[config.mk]
export PLATFORM = sky130hd
export DESIGN_NAME = reg8_share_ctrl
export DESIGN_NICKNAME = d
export VERILOG_FILES = /design/src/rtl/reg8_share_pkg.sv /design/src/rtl/reg8_share_ctrl_rr_pick.sv /design/src/rtl/reg8_share_ctrl.sv
export SDC_FILE = /design/constraint.sdc
export NUM_CORES = 1
export LEC_CHECK = 0
export ABC_AREA = 1
export BUFFER_PORTS_ARGS = -buffer_cell sky130_fd_sc_hd__buf_2
export CELL_PAD_IN_SITES_DETAIL_PLACEMENT = 1
export CELL_PAD_IN_SITES_GLOBAL_PLACEMENT = 1
export CORE_MARGIN = 2
export CORE_UTILIZATION = 36
export DETAILED_ROUTE_END_ITERATION = 6
export GPL_TIMING_DRIVEN = 0
export MAX_ROUTING_LAYER = met4
export PLACE_DENSITY_LB_ADDON = 0.1
export SLEW_MARGIN = 0
export SYNTH_ARGS = -nofsm -noshare
export SYNTH_HDL_FRONTEND = slang
export SYNTH_SLANG_ARGS = --single-unit
[constraint.sdc]
create_clock -name CK -period 4.48 [get_ports CK]
set_input_delay 0.224 -clock CK [delete_from_list [all_inputs] [get_ports CK]]
set_output_delay 0.224 -clock CK [all_outputs]
set_load 0.1 [all_outputs]
[src/rtl/reg8_share_pkg.sv]
// rtl/reg8_share_pkg.sv - shared types and round-robin helpers for reg8_share_ctrl
package reg8_share_pkg;

    localparam int MAX_REQ = 8;
    localparam int ST_W    = 3;

    typedef enum logic [ST_W-1:0] {
        IDLE  = 3'd0,
        WRITE = 3'd1,
        ACK   = 3'd2,
        CLEAR = 3'd3,
        CACK  = 3'd4
    } state_t;

    // First set request bit scanning ptr, ptr+1, .. mod n; -1 when none is set.
    function automatic int rr_first(input logic [MAX_REQ-1:0] req, input int ptr, input int n);
        int r;
        int j;
        r = -1;
        for (int k = MAX_REQ - 1; k >= 0; k--) begin
            if (k < n) begin
                j = (ptr + k) % n;
                if (req[j[2:0]]) begin
                    r = j;
                end
            end
        end
        return r;
    endfunction

    function automatic logic [MAX_REQ-1:0] onehot8(input int idx);
        logic [MAX_REQ-1:0] r;
        r = '0;
        r[idx[2:0]] = 1'b1;
        return r;
    endfunction

endpackage

[src/rtl/reg8_share_ctrl_rr_pick.sv]
// rtl/reg8_share_ctrl_rr_pick.sv - combinational round-robin picker
module rr_pick
    import reg8_share_pkg::*;
#(
    parameter int N_REQ = 4,
    parameter int PTR_W = $clog2(N_REQ)
) (
    input  logic [N_REQ-1:0] req,
    input  logic [PTR_W-1:0] ptr,
    output logic [N_REQ-1:0] onehot,
    output logic [PTR_W-1:0] idx,
    output logic             valid
);

    int first;

    // Winner is the first requester at or after the pointer, wrapping around.
    always_comb begin
        first  = rr_first(MAX_REQ'(req), int'(ptr), N_REQ);
        valid  = (first >= 0);
        idx    = valid ? PTR_W'(first) : '0;
        onehot = valid ? N_REQ'(onehot8(first)) : '0;
    end

endmodule

[src/rtl/reg8_share_ctrl.sv]
// rtl/reg8_share_ctrl.sv - round-robin write/clear sequencer for one shared enable-gated register
module reg8_share_ctrl
    import reg8_share_pkg::*;
#(
    parameter int N_REQ = 4,
    parameter int WIDTH = 8
) (
    input  logic                   CK,
    input  logic                   CLR,
    input  logic [N_REQ-1:0]       req,
    input  logic [N_REQ*WIDTH-1:0] wdata,
    input  logic                   clr_req,
    output logic [N_REQ-1:0]       gnt,
    output logic [N_REQ-1:0]       ack,
    output logic                   clr_ack,
    output logic                   busy,
    output logic [WIDTH-1:0]       reg_d,
    output logic                   reg_en_n,
    output logic                   reg_clr_n
);

    localparam int PTR_W = $clog2(N_REQ);

    state_t             state, n_state;
    logic [PTR_W-1:0]   ptr, n_ptr;
    logic [PTR_W-1:0]   win_idx, n_win_idx;
    logic [N_REQ-1:0]   n_gnt, n_ack;
    logic               n_clr_ack, n_reg_en_n;
    logic [WIDTH-1:0]   n_reg_d;
    logic               clr_q_n, n_clr_q_n;

    logic [N_REQ-1:0]   pick_onehot;
    logic [PTR_W-1:0]   pick_idx;
    logic               pick_valid;

    rr_pick #(
        .N_REQ (N_REQ),
        .PTR_W (PTR_W)
    ) u_rr_pick (
        .req    (req),
        .ptr    (ptr),
        .onehot (pick_onehot),
        .idx    (pick_idx),
        .valid  (pick_valid)
    );

    // The register clears with the block reset as well as on a serviced clear request.
    assign reg_clr_n = CLR & clr_q_n;

    // State and every registered output; CLR abandons any operation in flight.
    always_ff @(posedge CK or negedge CLR) begin
        if (!CLR) begin
            state    <= IDLE;
            ptr      <= '0;
            win_idx  <= '0;
            gnt      <= '0;
            ack      <= '0;
            clr_ack  <= 1'b0;
            busy     <= 1'b0;
            reg_d    <= '0;
            reg_en_n <= 1'b1;
            clr_q_n  <= 1'b1;
        end else begin
            state    <= n_state;
            ptr      <= n_ptr;
            win_idx  <= n_win_idx;
            gnt      <= n_gnt;
            ack      <= n_ack;
            clr_ack  <= n_clr_ack;
            busy     <= (n_state != IDLE);
            reg_d    <= n_reg_d;
            reg_en_n <= n_reg_en_n;
            clr_q_n  <= n_clr_q_n;
        end
    end

    // Next state and next registered outputs; clear requests win over writes.
    always_comb begin
        n_state    = state;
        n_ptr      = ptr;
        n_win_idx  = win_idx;
        n_gnt      = '0;
        n_ack      = '0;
        n_clr_ack  = 1'b0;
        n_reg_d    = reg_d;
        n_reg_en_n = 1'b1;
        n_clr_q_n  = 1'b1;
        case (state)
            IDLE: begin
                if (clr_req) begin
                    n_state   = CLEAR;
                    n_clr_q_n = 1'b0;
                end else if (pick_valid) begin
                    n_state    = WRITE;
                    n_gnt      = pick_onehot;
                    n_win_idx  = pick_idx;
                    n_reg_d    = wdata[int'(pick_idx)*WIDTH +: WIDTH];
                    n_reg_en_n = 1'b0;
                end
            end
            WRITE: begin
                n_state = ACK;
                n_ack   = gnt;
                n_ptr   = (win_idx == PTR_W'(N_REQ - 1)) ? '0 : win_idx + 1'b1;
            end
            ACK: begin
                n_state = IDLE;
            end
            CLEAR: begin
                n_state   = CACK;
                n_clr_ack = 1'b1;
            end
            CACK: begin
                n_state = IDLE;
            end
            default: begin
                n_state = IDLE;
            end
        endcase
    end

endmodule

Word-level counts from Yosys, hierarchy flattened
Index checks and enable logic that the tools add are counted.
{"block": "op_classes", "n_shift": 1, "add_sub_neg": 4, "mux": 29, "div": 0, "n_reduce_logical": 7, "mul": 0, "bitwise": 5, "eq_ne": 3, "order_cmp": 7}
{"op": "$mux W32", "n": 4}
{"op": "$ge A32 B1 Y1 const B", "n": 1}
{"op": "$shiftx A32 B6 Y8", "n": 1}
{"op": "$lt A3 B4 Y1 const B", "n": 4}
{"op": "$mux W4", "n": 4}
{"op": "$mux W1", "n": 11}
{"op": "$bmux W1 S3", "n": 3}
{"op": "$pmux W3 S3", "n": 1}
{"op": "$mux W3", "n": 2}
{"op": "$reduce_or A2 Y1", "n": 3}
{"op": "$add A2 B1 Y2 const B", "n": 2}
{"op": "$add A2 B2 Y2 const B", "n": 2}
{"op": "$lt A2 B4 Y1 const B", "n": 1}
{"op": "$mux W2", "n": 2}
{"op": "$and A1 B1 Y1 const A", "n": 3}
{"op": "$demux W1 S3", "n": 1}
{"op": "$eq A3 B1 Y1 const B", "n": 1}
{"op": "$eq A3 B2 Y1 const B", "n": 1}
{"op": "$ge A3 B1 Y1 const B", "n": 1}
{"op": "$logic_not A3 Y1", "n": 1}
{"op": "$reduce_and A3 Y1", "n": 1}
{"op": "$reduce_bool A3 Y1", "n": 1}
{"op": "$bmux W1 S2", "n": 1}
{"op": "$eq A2 B2 Y1 const B", "n": 1}
{"op": "other kinds (3)", "n": 3}
{"block": "totals", "ramBits": 0, "wordCells": 66, "out_inout_bits": 20, "reg_bits": 27, "romBits": 0, "latch_bits": 0, "mem_count": 0, "inputBits": 39}

Logic depth before layout (Yosys ltp)
{"block": "depth", "word_depth": 16, "mapped_depth": 16}

By module
Synthesis repeated with hierarchy kept, for this count alone.
{"block": "hier_totals", "hier_cells": 212, "hier_area_um2": 1566.5}
{"module": "reg8_share_ctrl", "seq_area_each_um2": 678.2, "cells_each": 158, "instances": 1, "area_per_inst_um2": 1292.5}
{"module": "rr_pick", "seq_area_each_um2": 0.0, "cells_each": 54, "instances": 1, "area_per_inst_um2": 274.0}

Worst setup path before layout
Ideal clock, no wire load.
{"block": "synth_timing", "kind": "reg2reg", "start": "reg ptr[0]", "end": "reg reg_d[7]", "arrival_time_ns": 1.493, "t_required_ns": 4.360, "stages_incl_launch_ff": 16, "path_buffers": 3, "setup_time_ns": 0.120, "slack_ns": 2.868, "path_cell_list": "dfrtp_1 buf_6 inv_6 nand2_1 nand2_1 nand2_1 nand2_1 nor2_1 nand2_1 buf_6 buf_6 nand4_1 nand3_1 nand2_1 nand2_1 nand2_1"}
{"block": "synth_via", "elab_chain_cells": 12, "elab_cells_between_ends": 25, "classes_between": "add/sub (3); order compare (1); shift (1); mux (13); bitwise (3); reduce/logical (4)"}
{"element": "from (decl)", "line_no": "reg8_share_ctrl.sv:25", "text": "logic [PTR_W-1:0] ptr, n_ptr;"}
{"element": "from (signal assigned)", "line_no": "reg8_share_ctrl.sv:65", "text": "ptr <= n_ptr;"}
{"element": "$add A2 B2 Y2", "line_no": "reg8_share_pkg.sv:22", "text": "j = (ptr + k) % n;"}
{"element": "$reduce_or A2 Y1 (no source line)"}
{"element": "$and A1 B1 Y1 (no source line)"}
{"element": "$bmux W1 S3", "line_no": "reg8_share_pkg.sv:23", "text": "if (req[j[2:0]]) begin"}
{"element": "$mux W1 (implied by the code)", "line_no": "reg8_share_pkg.sv:23"}
{"element": "$mux W32 (3 in a row)", "line_no": "reg8_share_pkg.sv:23"}
{"element": "$mux W32 *", "line_no": "reg8_share_pkg.sv:23"}
{"element": "$ge A32 B1 Y1", "line_no": "reg8_share_ctrl_rr_pick.sv:20", "text": "valid = (first >= 0);"}
{"element": "$mux W2", "line_no": "reg8_share_ctrl_rr_pick.sv:21", "text": "idx = valid ? PTR_W'(first) : '0;"}
{"element": "$shiftx A32 B6 Y8", "line_no": "reg8_share_ctrl.sv:97", "text": "n_reg_d = wdata[int'(pick_idx)*WIDTH +: WIDTH];"}
{"element": "to (signal assigned)", "line_no": "reg8_share_ctrl.sv:71", "text": "reg_d <= n_reg_d;"}
{"element": "to (decl)", "line_no": "reg8_share_ctrl.sv:17", "text": "output logic [WIDTH-1:0] reg_d,"}
Every way passes the cells marked *; elsewhere a longest branch is shown, timed or not. The select of a mux whose other input is x is not followed.
A chain may end at the register's enable or synchronous reset.

Final worst setup path
{"block": "layout_timing", "start": "in CLR", "end": "out reg_clr_n"}
{"block": "layout_via", "elab_chain_cells": 1}
{"element": "from (decl)", "line_no": "reg8_share_ctrl.sv:9", "text": "input logic CLR,"}
{"element": "$and A1 B1 Y1", "line_no": "reg8_share_ctrl.sv:48", "text": "assign reg_clr_n = CLR & clr_q_n;"}
{"element": "to (decl)", "line_no": "reg8_share_ctrl.sv:19", "text": "output logic reg_clr_n"}
No other way between the ends.

==> reports/results.ini <==
[timing]
fin_crit_ns = 2.08
slew_viol_final = 0
fin_setup_tns_ns = 0
hold_viol = 0
period_share_pct = 46.5
rsz0062_at_grt = false
setup_viol_count_final = 0
skew_ns = 0.00501
maxSlewHeadroom_pct = 60.3
worst_slew_pin_slew_ns = 0.595
fmax_mhz = 480

[clocking]
clock_latency_ns = 0.27
cts_root_buffer = clkbuf_8
path_clk_slew_ns = 0.10
htreeDepth = 1
numCtsBuffers = 3
cts_setup_buffers = 0
clock_sinks = 27
ctsLongestPathBuffers = 2
post_cts_resized = 0
hold_buffers = 1
cts_tree = yes

[final_layout]
num_antenna_cells = 0
multiInputGateArea_um2 = 719
num-fill-cells = 606
areaGrowthSynthToFinish_pct = 24.9
seq_area_um2 = 678
final_nets = 349
utilization_pct = 47.1
drive_above_1_share_pct = 26.9

[setup_path]
cp_max_fo = 28
arrival_ns = 1.86
timing.critical_path.cells = dlygate4sd3_1, buf_2, nand2_1, inv_1, buf_2
max_stage_delay_ns = 0.52
start_kind = input port
r2r-start = ptr[0]
rrSetupSlack_ns = 2.56
critPathKind = input port to primary output
end_kind = primary output
r2r-end = reg_d[1]
cp.required_ns = 4.26
path_common_cell = buf_2
critical_path.endpoint = reg_clr_n
reg2reg_depth = 13
critPathLaunch = CLR
slowest_stage = dlygate4sd3_1

[worst_hold_path]
hold_path_class = input port to flip-flop

[place]
portBuffers = 58
post-dp-hpwl_um = 3350
gp_congestion = 0.836

[floorplan]
die_w_um = 72.0
ios = 59
core-area_um2 = 4410
die-area_um2 = 5190
start_util_pct = 37.8
rows = 24
die_h_um = 72.0

[route]
dr.first_iter.drc_count = 58
viasPerCell = 4.69
wl_um = 4200
wl_met1_um = 1910
vias = 1687
ant_nets = 0
first_pass_iters = 4
wl_met3_um = 169
dr.max_layer_used = met4
avgRoutedWirePerCell_um = 11.7
drc_errors = 0
wl_met2_um = 2100

[grt]
grt_util_all_layers_pct = 18.2
grt_first_pass_wirelength_um = 7360
grt-ovfl-total = 0
grt_pass1_vias = 1730
antenna_found_initial = 0
grt_max_degree = 29

[synth]
async_reset_ff_share_pct = 100
synthCells = 245
synth_edf_count = 0
ys_ff_latch = 27
synth_ff_type = dfrtp_1
ys_seq_area_share_pct = 40.7
syn_area_um2 = 1670
ys_types = 22
yosysWarnings = 0
syn_avg_cell_area_um2 = 6.80
syn_nets = 285

[run]
max_cap_viol_count = 0

[run_status]
outcome = completed

[worst max-delay path: cells and delay by family]
family | cells | cell delay [ns]
buffers and inverters | 4 | 1.49
and+or+nand+nor | 1 | 0.12
[how the worst min path moves through the flow]
stage / start / to / depth (start not counted)
2_1_floorplan: CLR / ack[0] / 0
3_3_place_gp: CLR / ptr[0] / 1
3_5_place_dp: CLR / ack[3] / 1
4_1_cts: clr_req / clr_q_n / 2
5_1_grt: clr_req / clr_q_n / 2
6_report: clr_req / clr_q_n / 2
[cells by family after synthesis]
family	after synthesis	share of synthesized area [%]
fa+ha+maj	1	0.751
compound gates	6	1.95
simple gates	152	40.5
buf+inv	59	16.1
flops	27	40.7
[layout make-up]
type | instances | share of cell area [%]
Sequential cell | 27 | 32.6
Tap cell | 52 | 3.13
Timing Repair Buffer | 59 | 14.4
Buffer | 7 | 3.31
Clock buffer | 3 | 1.98
Clock inverter | 1 | 0.361
Multi-Input combinational cell | 159 | 34.6
Inverter | 52 | 9.62
[layout by cell type (no fill, tap or decap), drive strengths merged]
cell type    Yosys  layout
a21oi            1       1
buf              7      65
clkbuf           0       3
clkinvlp         0       1
dfrtp           25      25
dfstp            2       2
dlygate4sd3      0       1
ha               1       1
inv             52      52
nand2           92      92
nand3           24      24
nand4           16      16
nor2            19      19
nor3             1       1
o21ai            4       4
o31ai            1       1
[synthesized netlist by cell type (2+ instances only)]
master	number	share of area [%]
nand2_1	88	20
inv_1	49	11
dfrtp_1	25	38
nand3_1	23	6.9
nand4_1	16	6.0
nor2_1	16	3.6
buf_6	5	3.4
nand2_2	3	1.1
nor2_2	3	1.1
o21ai_0	3	0.90
dfstp_2	2	3.2
inv_2	2	0.45
[flip-flops by register name (all words and copies together) (netlist names)]
register and count:
reg_d 8, gnt 4, clr_ack 1, win_idx 2
state 3, busy 1, reg_en_n 1, ptr 2
ack 4, clr_q_n 1
[through the flow]
step	cells	area (µm²)	worst slack, ns	hold slack (ns)
2_1_floorplan	245	1670	2.87	-0.0716
3_3_place_gp	355	2020	2.60	0.265
3_5_place_dp	355	2020	2.59	0.268
4_1_cts	360	2080	2.34	0.134
5_1_grt	360	2080	2.24	0.132
6_report	360	2080	2.40	0.135
[routing by layer]
layer  vias up  track usage [%]
li1        871                -
met1       774             22.3
met2        40             32.2
met3         2             2.64
met4         0             3.14
met5         -                -
Power is left out: the tool's default activity adds up to more than one toggle a clock period on the data nets, which glitch-free logic cannot reach.
